[config.mk]
export PLATFORM = sky130hd
export DESIGN_NAME = mem_arbiter
export DESIGN_NICKNAME = d
export VERILOG_FILES = /design/src/rtl/mem_arbiter.sv
export SDC_FILE = /design/constraint.sdc
export NUM_CORES = 1
export LEC_CHECK = 0
export CAP_MARGIN = 25
export CORE_ASPECT_RATIO = 1.25
export CORE_MARGIN = 1.5
export CORE_UTILIZATION = 35
export DETAILED_ROUTE_END_ITERATION = 10
export PLACE_DENSITY_LB_ADDON = 0.1
export SETUP_SLACK_MARGIN = 0.15
export SYNTH_ARGS = -nofsm -noshare
export SYNTH_HDL_FRONTEND = slang
export SYNTH_SLANG_ARGS = --single-unit
[constraint.sdc]
create_clock -name clk -period 3.2 [get_ports clk]
set_clock_uncertainty 0.2 [all_clocks]
set_input_delay 0.64 -clock clk [delete_from_list [all_inputs] [get_ports clk]]
set_output_delay 0.64 -clock clk [all_outputs]
set_load 0.02 [all_outputs]
[src/rtl/mem_arbiter.sv]
// Two-master (I/D) to one-slave memory arbiter with a latched downstream command.
// Optional round-robin grant selected by MEM_ARBITER_ROUND_ROBIN_EN; fixed D-over-I priority otherwise.
module mem_arbiter #(
  parameter int ADDR_W = 32,
  parameter int DATA_W = 32
) (
  input  logic                clk,
  input  logic                rst,
  input  logic                imem_read,
  input  logic [ADDR_W-1:0]   imem_address,
  output logic [DATA_W-1:0]   imem_rdata,
  output logic                imem_resp,
  input  logic                dmem_read,
  input  logic                dmem_write,
  input  logic [ADDR_W-1:0]   dmem_address,
  input  logic [DATA_W-1:0]   dmem_wdata,
  input  logic [DATA_W/8-1:0] dmem_byte_enable,
  output logic [DATA_W-1:0]   dmem_rdata,
  output logic                dmem_resp,
  output logic                mem_read,
  output logic                mem_write,
  output logic [ADDR_W-1:0]   mem_address,
  output logic [DATA_W-1:0]   mem_wdata,
  output logic [DATA_W/8-1:0] mem_byte_enable,
  input  logic [DATA_W-1:0]   mem_rdata,
  input  logic                mem_resp
);
  localparam logic [1:0] IDLE    = 2'd0;
  localparam logic [1:0] SERVE_I = 2'd1;
  localparam logic [1:0] SERVE_D = 2'd2;

  logic [1:0]          state_q, state_d;
  logic                cmd_rd_q, cmd_rd_d;
  logic                cmd_wr_q, cmd_wr_d;
  logic [ADDR_W-1:0]   cmd_addr_q, cmd_addr_d;
  logic [DATA_W-1:0]   cmd_wdata_q, cmd_wdata_d;
  logic [DATA_W/8-1:0] cmd_be_q, cmd_be_d;
  logic                i_req, d_req, grant_d;
  logic                serving;

  assign i_req = imem_read;
  assign d_req = dmem_read | dmem_write;

`ifdef MEM_ARBITER_ROUND_ROBIN_EN
  // last_d_q = 1 means D was granted last, so I wins the next tie.
  logic last_d_q;
  assign grant_d = d_req & (~i_req | ~last_d_q);

  always_ff @(posedge clk or posedge rst) begin
    if (rst)                              last_d_q <= 1'b1;
    else if (state_q == IDLE && (i_req || d_req)) last_d_q <= grant_d;
  end
`else
  assign grant_d = d_req;
`endif

  always_comb begin
    state_d     = state_q;
    cmd_rd_d    = cmd_rd_q;
    cmd_wr_d    = cmd_wr_q;
    cmd_addr_d  = cmd_addr_q;
    cmd_wdata_d = cmd_wdata_q;
    cmd_be_d    = cmd_be_q;
    case (state_q)
      IDLE: begin
        if (grant_d) begin
          state_d     = SERVE_D;
          cmd_rd_d    = dmem_read;
          cmd_wr_d    = dmem_write;
          cmd_addr_d  = dmem_address;
          cmd_wdata_d = dmem_wdata;
          cmd_be_d    = dmem_read ? '1 : dmem_byte_enable;
        end else if (i_req) begin
          state_d     = SERVE_I;
          cmd_rd_d    = 1'b1;
          cmd_wr_d    = 1'b0;
          cmd_addr_d  = imem_address;
          cmd_wdata_d = '0;
          cmd_be_d    = '1;
        end
      end
      SERVE_I, SERVE_D: if (mem_resp) state_d = IDLE;
      default: state_d = IDLE;
    endcase
  end

  always_ff @(posedge clk or posedge rst) begin
    if (rst) begin
      state_q     <= IDLE;
      cmd_rd_q    <= 1'b0;
      cmd_wr_q    <= 1'b0;
      cmd_addr_q  <= '0;
      cmd_wdata_q <= '0;
      cmd_be_q    <= '0;
    end else begin
      state_q     <= state_d;
      cmd_rd_q    <= cmd_rd_d;
      cmd_wr_q    <= cmd_wr_d;
      cmd_addr_q  <= cmd_addr_d;
      cmd_wdata_q <= cmd_wdata_d;
      cmd_be_q    <= cmd_be_d;
    end
  end

  // Downstream command is masked in IDLE so stale register contents never leak out.
  assign serving         = (state_q != IDLE);
  assign mem_read        = serving & cmd_rd_q;
  assign mem_write       = serving & cmd_wr_q;
  assign mem_address     = serving ? cmd_addr_q  : '0;
  assign mem_wdata       = serving ? cmd_wdata_q : '0;
  assign mem_byte_enable = serving ? cmd_be_q    : '0;

  assign imem_resp  = (state_q == SERVE_I) & mem_resp;
  assign dmem_resp  = (state_q == SERVE_D) & mem_resp;
  assign imem_rdata = imem_resp ? mem_rdata : '0;
  assign dmem_rdata = (dmem_resp & cmd_rd_q) ? mem_rdata : '0;
endmodule

==> results of run 1 <==
## repair_timing
action,4_1_cts,5_1_grt
buffers inserted,0,0
endpoints found under the setup margin,31,3
resized for setup,31,3
## metrics by stage
step | power [uW] | std cells
5_1_grt | 6600 | 795
4_1_cts | 6290 | 795
6_report | 6200 | 795
3_3_place_gp | 5300 | 779
2_1_floorplan | 3670 | 397
3_5_place_dp | 5370 | 779
## layout by cell type (no fill, tap or decap)
cell | Yosys | layout
nor2_4 | 1 | 1
clkinv_4 | 0 | 2
nor2b_1 | 71 | 70
o21ai_0 | 26 | 26
clkinv_2 | 0 | 1
o31ai_4 | 1 | 1
nor2b_2 | 0 | 1
clkdlybuf4s50_1 | 0 | 239
o22a_1 | 4 | 4
inv_1 | 3 | 2
dlymetal6s2s_1 | 0 | 3
and2_1 | 34 | 34
o31a_1 | 1 | 1
nand2b_1 | 2 | 2
o21ai_1 | 6 | 6
buf_12 | 0 | 4
ha_1 | 3 | 2
and3_1 | 33 | 33
a21oi_1 | 3 | 3
mux2i_1 | 32 | 32
o21a_1 | 1 | 1
inv_2 | 0 | 1
dlygate4sd2_1 | 0 | 31
nand2_1 | 36 | 36
clkbuf_16 | 0 | 9
dfrtp_1 | 72 | 72
a21o_1 | 1 | 1
clkbuf_8 | 0 | 1
a22o_1 | 32 | 32
ha_2 | 0 | 1
nand3b_1 | 1 | 1
buf_4 | 2 | 7
clkinvlp_4 | 0 | 3
## synthesized netlist by cell type
master	number
a22o_1	32
nand3b_1	1
a21o_1	1
o21a_1	1
nand2b_1	2
ha_1	3
o31ai_4	1
o31a_1	1
o21ai_0	26
nor2b_1	71
and3_1	33
inv_1	3
nor2_4	1
buf_2	12
nand2_1	36
o21ai_1	6
dfrtp_1	72
a21oi_1	3
clkbuf_1	20
mux2i_1	32
and2_1	34
o22a_1	4
buf_4	2
## worst max-delay path, cell delays in order
cell             delay [ns]
clkdlybuf4s50_1        0.50
buf_4                  0.22
and3_1                 0.17
clkdlybuf4s50_1        0.61
## kinds of logic after synthesis
family                   count (synthesis)  synth area share [%]
flip-flops                              72                  46.4
AO/OA/AOI/OAI                           75                  13.8
AND/OR/NAND/NOR                        178                  26.5
buffers and inverters                   37                  4.15
adder cells (fa/ha/maj)                  3                 0.966
multiplexers                            32                  8.24
## how the worst max path moves through the flow
| stage | endpoint | slack, ns | cells after the start |
|---|---|---|---|
| 2_1_floorplan | cmd_addr_q[0] | 0.54 | 1 |
| 3_3_place_gp | dmem_rdata[6] | 0.10 | 5 |
| 3_5_place_dp | dmem_rdata[14] | 0.06 | 5 |
| 4_1_cts | imem_rdata[31] | 0.17 | 4 |
| 5_1_grt | imem_rdata[18] | 0.16 | 4 |
| 6_report | imem_rdata[25] | 0.21 | 4 |
## report_power, final
part,switching [uW],internal [uW]
Combinational,1950,1760
Sequential,207,1350
Clock,387,546
Total,2550,3660
## area by class of cell
| cell class | instances | area (sq um) | area share, % |
|---|---|---|---|
| clock buffer | 10 | 239 | 3.40 |
| tap | 132 | 165 | 2.35 |
| inverter | 3 | 11.3 | 0.160 |
| multi-input combinational | 288 | 1930 | 27.4 |
| timing repair buffer | 284 | 2830 | 40.3 |
| clock inverter | 6 | 45.0 | 0.641 |
| sequential | 72 | 1800 | 25.7 |
## layer usage
layer | part of all wire (%) | wire [um] | vias up | global-route usage, %
met5 | 0 | 0 | - | 0
met4 | 1.9 | 245 | 0 | 8.21
met3 | 8.4 | 1090 | 17 | 6.59
met2 | 51 | 6720 | 182 | 40.6
met1 | 38 | 5000 | 1793 | 23.8
li1 | - | - | 1873 | -
## flip-flops by register name (all words and copies together) (netlist names)
signal and cells:
cmd_addr_q 32, cmd_be_q 4, cmd_rd_q 1, cmd_wdata_q 32, cmd_wr_q 1, state_q 2
==> impl_metrics.ini, run 1 <==
[run_status]
status = finished, final reports clean

[worst_setup_path]
reg2reg_slack_ns = 1.13
endpoint_type_of_the_worst_setup_path = output pin
rr_worst_depth = 6
critPathMaxFanout = 20
worstSetupStartpoint = mem_resp
critical_path.reg2reg.endpoint = cmd_wdata_q[21]
critical_path.reg2reg.startpoint = state_q[1]
required_ns = 2.36
timing.critical_path.arrival_ns = 2.15
timing_worst_setup_path_type = in -> out
start_kind = input port

[floorplanning]
floorplan.die.width_um = 97.3
dieArea_sq_um = 11700
core_region_area_sq_um = 10700
core.rowCount = 42
num_io_pins = 274
die_span_y_um = 121
initial_utilization_pct = 36.3

[drt]
routed_wire_length_per_instance_um = 16.4
routed_via_density = 4.86
firstDrtPassIters = 4
route.detailed.drc = 0
final_antenna_net_count = 0
wl_um = 13000
routed-via-count = 3865
dr.first_iter.drc_count = 132

[clock_network]
worst_skew_pair_latency_ns = 0.33
tritoncts = yes
clk_pin_slew_worst_paths_ns = 0.05
hold_fix_buffers_cts = 0
cts_root_buf = clkbuf_16
cts_buffers = 9
cts_max_level = 3
ctsLongestPathBuffers = 2
cts.sinks = 72

[sta]
finalHoldViolCount = 0
finalSetupViolations = 0
setup_repair_after_global_routing_missed_its_margin = false
finalCritPeriodShare_pct = 93.4
fmax_mhz = 335
fin_tns_setup_ns = 0
slew_at_the_pin_with_the_worst_max_slew_slack_ns = 0.721
setup_ws_final_ns = 0.212
slew_headroom_pct = 51.9
report.final.slew_viol_count = 0
min_period_ns = 2.99
fin_hold_ws_ns = 0.268

[hold_path]
hold_path_class = reg -> reg
hold-path-cell-count = 2
startpoint_of_the_most_critical_hold_path = cmd_addr_q[9]
hold_end = cmd_addr_q[9]

[place]
numPortBuffers = 273
cell_area_reported_after_detailed_placement_sq_um = 6770
pre_cts_slack_ns = 0.0583
detailed_place_hpwl_um = 10100
place.gp.congestion = 0.866

[yosys]
synth_area_leader = dfrtp_1
netlist_area_sq_um = 3890
synth.yosys.seq_area_share_pct = 46.4
synth_top_area_share_pct = 46.4
synth.ff_latch_count = 72
synth_fp_nets = 538
yosysWarnings = 0
postSynthCellCount = 397
netlist_top_cells_area = dfrtp_1, nor2b_1, mux2i_1
netlist-cell-type-count = 23
syn-mean-instance-area_sq_um = 9.79

[finish]
fill_cells = 930
area_delta_synth_final_pct = 80.7
final_util_pct = 65.5
design_area_sq_um = 7020
final_layout_size_suffix_gt1_share_pct = 4.83
diodes = 0
nets = 799

[power_and_ir_drop]
vdd_ir_drop_max_mv = 0.499
power_per_cell_area_nw_per_um2 = 883
power.leakage_uw = 0.00317

[global_route]
antenna_violations_before_repair = 0
first_global_vias = 3935
gr-total-overflow = 0
grt.total_usage_pct = 22.1
grt_first_pass_wirelength_um = 20500
pin_count_of_the_biggest_net_entering_global_routing = 98

[flow_run]
maxCapViolations = 0
(Power assumes the default switching activity.)
==> run 2: changes to the inputs <==
--- a/config.mk
+++ b/config.mk
@@ -10,6 +10,7 @@
 export CORE_MARGIN = 1.5
 export CORE_UTILIZATION = 35
 export DETAILED_ROUTE_END_ITERATION = 10
+export GPL_ROUTABILITY_DRIVEN = 0
 export PLACE_DENSITY_LB_ADDON = 0.1
 export SETUP_SLACK_MARGIN = 0.15
 export SYNTH_ARGS = -nofsm -noshare
==> results of run 2 <==
Final layout, timing and power as in run 1 (identical DEF).
==> run 3: changes to the inputs <==
--- a/config.mk
+++ b/config.mk
@@ -9,6 +9,7 @@
 export CORE_ASPECT_RATIO = 1.25
 export CORE_MARGIN = 1.5
 export CORE_UTILIZATION = 35
+export CTS_CLUSTER_DIAMETER = 120
 export DETAILED_ROUTE_END_ITERATION = 10
 export GPL_ROUTABILITY_DRIVEN = 0
 export PLACE_DENSITY_LB_ADDON = 0.1
==> results of run 3 <==
Final layout, timing and power as in run 1 (identical DEF).
